$ cat src/rtl/control_unit_if.sv
// control_unit_if: opcode/handshake inputs and decoded control outputs of the
// RV32 decode/control stage.
//   master: drives opcode, in_valid, stall, flush; observes the controls
//   slave : the control unit itself
// Signals
//   opcode[6:0], in_valid, stall, flush                       -> control unit
//   alu_op[1:0], reg_write, mem_read, mem_write, alu_src,
//   mem_to_reg, branch, jump, illegal, out_valid              <- control unit
interface control_unit_if;
  logic [6:0] opcode;
  logic       in_valid;
  logic       stall;
  logic       flush;
  logic [1:0] alu_op;
  logic       reg_write;
  logic       mem_read;
  logic       mem_write;
  logic       alu_src;
  logic       mem_to_reg;
  logic       branch;
  logic       jump;
  logic       illegal;
  logic       out_valid;

  modport master (
    output opcode, in_valid, stall, flush,
    input  alu_op, reg_write, mem_read, mem_write, alu_src, mem_to_reg,
           branch, jump, illegal, out_valid
  );

  modport slave (
    input  opcode, in_valid, stall, flush,
    output alu_op, reg_write, mem_read, mem_write, alu_src, mem_to_reg,
           branch, jump, illegal, out_valid
  );
endinterface

$ cat src/rtl/control_unit.sv
// control_unit: main decode/control unit of the RV32 core. Maps the 7-bit
// opcode to datapath control strobes and, by default, registers them as an
// ID/EX-style control stage with valid, stall and flush.
// Parameters
//   REG_OUT : 1 = registered outputs (1-cycle latency, rst > flush > stall)
//             0 = combinational outputs (clk/rst/stall unused)
// Ports
//   clk  : core clock, rising edge
//   rst  : synchronous reset, active-high
//   bus  : control_unit_if.slave (opcode/in_valid/stall/flush in, controls out)
// Build option
//   CONTROL_EXT_EN : also decode JAL, JALR, LUI, AUIPC; otherwise they are
//                    illegal and jump is tied to 0.
module control_unit #(
  parameter bit REG_OUT = 1'b1
) (
  input  logic          clk,
  input  logic          rst,
  control_unit_if.slave bus
);

  typedef enum logic [6:0] {
    OP_RTYPE  = 7'b0110011,
    OP_IALU   = 7'b0010011,
    OP_LOAD   = 7'b0000011,
    OP_STORE  = 7'b0100011,
    OP_BRANCH = 7'b1100011,
    OP_JAL    = 7'b1101111,
    OP_JALR   = 7'b1100111,
    OP_LUI    = 7'b0110111,
    OP_AUIPC  = 7'b0010111
  } opcode_e;

  typedef struct packed {
    logic [1:0] alu_op;
    logic       reg_write;
    logic       mem_read;
    logic       mem_write;
    logic       alu_src;
    logic       mem_to_reg;
    logic       branch;
    logic       jump;
    logic       illegal;
  } ctrl_t;

  ctrl_t dec;
  ctrl_t ctrl_out;
  logic  valid_out;

  always_comb begin
    dec = '0;
    case (bus.opcode)
      OP_RTYPE: begin
        dec.alu_op    = 2'b10;
        dec.reg_write = 1'b1;
      end
      OP_IALU: begin
        dec.alu_op    = 2'b10;
        dec.reg_write = 1'b1;
        dec.alu_src   = 1'b1;
      end
      OP_LOAD: begin
        dec.alu_op     = 2'b00;
        dec.reg_write  = 1'b1;
        dec.mem_read   = 1'b1;
        dec.alu_src    = 1'b1;
        dec.mem_to_reg = 1'b1;
      end
      OP_STORE: begin
        dec.alu_op    = 2'b00;
        dec.mem_write = 1'b1;
        dec.alu_src   = 1'b1;
      end
      OP_BRANCH: begin
        dec.alu_op = 2'b01;
        dec.branch = 1'b1;
      end
`ifdef CONTROL_EXT_EN
      OP_JAL: begin
        dec.reg_write = 1'b1;
        dec.jump      = 1'b1;
      end
      OP_JALR: begin
        dec.reg_write = 1'b1;
        dec.alu_src   = 1'b1;
        dec.jump      = 1'b1;
      end
      OP_LUI: begin
        dec.alu_op    = 2'b11;
        dec.reg_write = 1'b1;
        dec.alu_src   = 1'b1;
      end
      OP_AUIPC: begin
        dec.reg_write = 1'b1;
        dec.alu_src   = 1'b1;
      end
`endif
      default: dec.illegal = 1'b1;
    endcase
  end

  generate
    if (REG_OUT) begin : g_reg
      ctrl_t ctrl_q, ctrl_d;
      logic  valid_q, valid_d;

      // Flush beats stall; a stalled bubble stays a bubble, so strobes never
      // appear with valid low.
      always_comb begin
        ctrl_d  = ctrl_q;
        valid_d = valid_q;
        if (bus.flush) begin
          ctrl_d  = '0;
          valid_d = 1'b0;
        end else if (bus.stall) begin
          ctrl_d  = ctrl_q;
          valid_d = valid_q;
        end else if (bus.in_valid) begin
          ctrl_d  = dec;
          valid_d = 1'b1;
        end else begin
          ctrl_d  = '0;
          valid_d = 1'b0;
        end
      end

      always_ff @(posedge clk) begin
        if (rst) begin
          ctrl_q  <= '0;
          valid_q <= 1'b0;
        end else begin
          ctrl_q  <= ctrl_d;
          valid_q <= valid_d;
        end
      end

      assign ctrl_out  = ctrl_q;
      assign valid_out = valid_q;
    end else begin : g_comb
      logic live;
      logic unused_inputs;
      assign live          = bus.in_valid & ~bus.flush;
      assign ctrl_out      = live ? dec : '0;
      assign valid_out     = live;
      assign unused_inputs = ^{clk, rst, bus.stall};
    end
  endgenerate

  assign bus.alu_op     = ctrl_out.alu_op;
  assign bus.reg_write  = ctrl_out.reg_write;
  assign bus.mem_read   = ctrl_out.mem_read;
  assign bus.mem_write  = ctrl_out.mem_write;
  assign bus.alu_src    = ctrl_out.alu_src;
  assign bus.mem_to_reg = ctrl_out.mem_to_reg;
  assign bus.branch     = ctrl_out.branch;
  assign bus.jump       = ctrl_out.jump;
  assign bus.illegal    = ctrl_out.illegal;
  assign bus.out_valid  = valid_out;

endmodule

$ cat src/flat_wrapper.sv
// flat-port wrapper written by rule: the top's interface ports become plain ports
module control_unit_flat 
#(
  parameter bit REG_OUT = 1'b1
)
  (clk, rst, bus_opcode, bus_in_valid, bus_stall, bus_flush, bus_alu_op, bus_reg_write, bus_mem_read, bus_mem_write, bus_alu_src, bus_mem_to_reg, bus_branch, bus_jump, bus_illegal, bus_out_valid);
  control_unit_if bus_i ();
  input  logic clk;
  input  logic rst;
  input wire logic [$bits(bus_i.opcode)-1:0] bus_opcode;
  input wire logic [$bits(bus_i.in_valid)-1:0] bus_in_valid;
  input wire logic [$bits(bus_i.stall)-1:0] bus_stall;
  input wire logic [$bits(bus_i.flush)-1:0] bus_flush;
  output wire logic [$bits(bus_i.alu_op)-1:0] bus_alu_op;
  output wire logic [$bits(bus_i.reg_write)-1:0] bus_reg_write;
  output wire logic [$bits(bus_i.mem_read)-1:0] bus_mem_read;
  output wire logic [$bits(bus_i.mem_write)-1:0] bus_mem_write;
  output wire logic [$bits(bus_i.alu_src)-1:0] bus_alu_src;
  output wire logic [$bits(bus_i.mem_to_reg)-1:0] bus_mem_to_reg;
  output wire logic [$bits(bus_i.branch)-1:0] bus_branch;
  output wire logic [$bits(bus_i.jump)-1:0] bus_jump;
  output wire logic [$bits(bus_i.illegal)-1:0] bus_illegal;
  output wire logic [$bits(bus_i.out_valid)-1:0] bus_out_valid;
  assign bus_i.opcode = bus_opcode;
  assign bus_i.in_valid = bus_in_valid;
  assign bus_i.stall = bus_stall;
  assign bus_i.flush = bus_flush;
  assign bus_alu_op = bus_i.alu_op;
  assign bus_reg_write = bus_i.reg_write;
  assign bus_mem_read = bus_i.mem_read;
  assign bus_mem_write = bus_i.mem_write;
  assign bus_alu_src = bus_i.alu_src;
  assign bus_mem_to_reg = bus_i.mem_to_reg;
  assign bus_branch = bus_i.branch;
  assign bus_jump = bus_i.jump;
  assign bus_illegal = bus_i.illegal;
  assign bus_out_valid = bus_i.out_valid;
  control_unit #(.REG_OUT(REG_OUT)) u_core (.clk(clk), .rst(rst), .bus(bus_i));
endmodule
$ cat config.mk
export PLATFORM = sky130hd
export DESIGN_NAME = control_unit_flat
export DESIGN_NICKNAME = d
export VERILOG_FILES = /design/src/rtl/control_unit_if.sv /design/src/rtl/control_unit.sv /design/src/flat_wrapper.sv
export SDC_FILE = /design/constraint.sdc
export NUM_CORES = 1
export LEC_CHECK = 0
export CAP_MARGIN = 20
export CORE_AREA = 2 2 39 41
export DETAILED_ROUTE_END_ITERATION = 6
export DIE_AREA = 0 0 41 43
export GPL_TIMING_DRIVEN = 0
export PLACE_DENSITY = 0.71
export SYNTH_ARGS = -nofsm -noshare
export SYNTH_HDL_FRONTEND = slang
export SYNTH_SLANG_ARGS = --single-unit
$ cat constraint.sdc
create_clock -name clk -period 1.2 [get_ports clk]
set_input_delay 0.18 -clock clk [delete_from_list [all_inputs] [get_ports clk]]
set_output_delay 0.18 -clock clk [all_outputs]
set_load 0.05 [all_outputs]
==> impl_metrics.tcl <==
set metrics [dict create \
    outcome "complete, no violations" \
    die_area_mm2 0.00176 \
    path_cells "clkdlybuf4s50_1 -> or3_4 -> buf_4 -> o21ai_0" \
    tns_ps 0 \
    place.gp.congestion 0.747 \
    slew_violations 0 \
    rsz0062_at_grt "no" \
    fin_nets 81 \
    cp-end-kind "flop" \
    p_leak_nw 0.280 \
    std_cell_rows 14 \
    hold_depth 2 \
    synth-seq-area-share_pct 41.8 \
    die_w_um 41 \
    p_sw_w 0.000131 \
    finalNonFillerCells 83 \
    r2r_cells 2 \
    p_int_w 0.000426 \
    fmax_ghz 0.870 \
    clockRootBuffer "clkbuf_4" \
    io_pins 23 \
    hold_class "input pin to flop" \
    start_util_pct 27.7 \
    use_met3_pct 6.28 \
    drtAntennaViolNets 0 \
    use_met2_pct 17.2 \
    dr.pass1.iters 1 \
    cts_tree "yes" \
    fp.dieH_um 43 \
    irDropWorstVdd_mv 0.582 \
    ys_ff_latch 8 \
    numPortBuffers 20 \
    cts_buffers 3 \
    cts_buffer_depth 2 \
    grt_pass1_vias 345 \
    critical_path.max_fanout 3 \
    cpMaxStageDelayCell "clkdlybuf4s50_1" \
    netlist_area_um2 383 \
    finalHoldViolCount 0 \
    fill_cells 145 \
    postCtsHoldBufs 0 \
    htreeDepth 1 \
    synthToLayoutAreaGrowth_pct 67.0 \
    synth.avg_cell_area_um2 9.12 \
    yosysWarnings 0 \
    antenna_cells 0 \
    viasPerCell 4.59 \
    ys_types 18 \
    critPathKind "input pin to flop" \
    grt_pass1_wl_um 1420 \
    met1_usage_pct 14.6 \
    cap_violations 0 \
    fin_skew_ps 0 \
    pwr_density_cell_mw_per_mm2 871 \
    final_cell_mix "dfxtp_1, nand3_1, nand2_1, buf_4, clkdlybuf4s15_2" \
    drt_iter0_markers 0 \
    arrival_ps 1320 \
    clk_latency_ps 250 \
    place_inst 78 \
    final_common_cell "dfxtp_1" \
    clockPowerShare_pct 35.3 \
    antenna_found_initial 0 \
    setup_viol 0 \
    vias 381 \
    seqPwrFrac_pct 48.4 \
    slowest_delay_ps 440 \
    switching_share_pct 23.5 \
    core_mm2 0.00138 \
    gr-max-usage-layer "met2" \
    final_util_pct 46.2 \
    worstPathRequired_ps 1370 \
    clock_sinks 8 \
    wirelength_um 834 \
    grt_start_max_net_pins 11 \
    finalCritPeriodShare_pct 95.8 \
    min_period_ps 1150 \
    path_clk_slew_ps 50 \
    power_frac_comb_pct 16.3 \
    grt-ovfl-total 0 \
    syn_inst 42 \
    worstSetupStartpointType "input pin" \
    hpwlAfterDp_um 624 \
    drc_errors 0 \
    wl_per_cell_um 10.0 \
    grt_usage_pct 11.9 \
    syn-num-nets 54 \
    drive_gt1_share_pct 37.3 \
]
==> power by group through the flow <==
| stage | Combinational [W] | Clock [W] | Sequential [W] |
|---|---|---|---|
| after floorplan | 0.0000367 | 0 | 0.000283 |
| after global placement | 0.0000911 | 0 | 0.000275 |
| after detailed placement | 0.0000925 | 0 | 0.000275 |
| after CTS | 0.0000908 | 0.000206 | 0.000270 |
| after global routing | 0.0000987 | 0.000217 | 0.000270 |
| final | 0.0000907 | 0.000196 | 0.000270 |
==> cell type report <==
class	instances	area (µm²)	area share (%)
flip-flops and latches	8	160	25.0
repair buffers	22	204	31.9
clock buffers	3	22.5	3.52
plain buffers	4	33.8	5.28
multi-input cells	30	199	31.1
well taps	16	20.0	3.13
==> cells in the mapped netlist <==
cell type	count	area [µm²]
nand2_1	6	22.5
or3_1	1	6.26
buf_6	1	11.3
conb_1	1	3.75
or3_4	1	11.3
nand3_1	7	35.0
nand4bb_1	1	11.3
a21oi_1	2	10.0
dfxtp_1	8	160
nand2b_1	1	6.26
o31ai_2	1	12.5
buf_4	3	22.5
o31ai_1	2	15.0
nor2_1	1	3.75
o41ai_2	1	16.3
or2_1	1	6.26
nand2b_4	1	13.8
o21ai_0	3	15.0
==> state kept, by name, indices dropped and copies added (netlist names) <==
signal	cells
u_core.bus.alu_src	1
u_core.bus.alu_op	1
u_core.bus.out_valid	1
u_core.bus.branch	1
u_core.bus.reg_write	1
u_core.bus.mem_read	1
u_core.bus.mem_write	1
u_core.bus.illegal	1
==> critical path: cells and delay by family <==
kind	cells	cell delay, ps
and+or+nand+nor	1	410
buffers and inverters	2	590
AOI/OAI and AO/OA	1	140
==> per-stage QoR <==
stage	instance area, µm²	setup WS, ps	hold WS, ps	total power (W)
2_1_floorplan	383	106	279	0.000320
3_3_place_gp	603	-315	418	0.000366
3_5_place_dp	603	-316	421	0.000367
4_1_cts	644	3.53	153	0.000567
5_1_grt	639	10.8	162	0.000586
6_report	639	50.8	157	0.000557
==> cells by family after synthesis <==
kind of cell,Yosys count,share of synthesized area [%]
and+or+nand+nor,20,30.4
AOI/OAI and AO/OA,9,18.0
other,1,0.979
DFF,8,41.8
buffers and inverters,4,8.82
==> layer usage <==
metal,vias up,wire length (µm)
met1,170,326
li1,196,-
met4,0,6
met5,-,0
met2,13,428
met3,2,72
==> path summary, 6_finish.rpt <==
kind | slack, ps | startpoint | to
worst max-delay path | 50 | bus_opcode[6] | u_core.bus.alu_op[1]
worst min-delay path | 160 | bus_stall | u_core.bus.branch
worst max register to register | 590 | u_core.bus.mem_read | u_core.bus.mem_read
worst min register to register | 460 | u_core.bus.alu_src | u_core.bus.alu_src
==> timing repair <==
item	CTS	global route
endpoints found under the setup margin	15	9
gates resized for setup	39	8
pin swaps	3	2
buffers inserted	2	0
No activity file was read; power rests on OpenSTA's default activity.
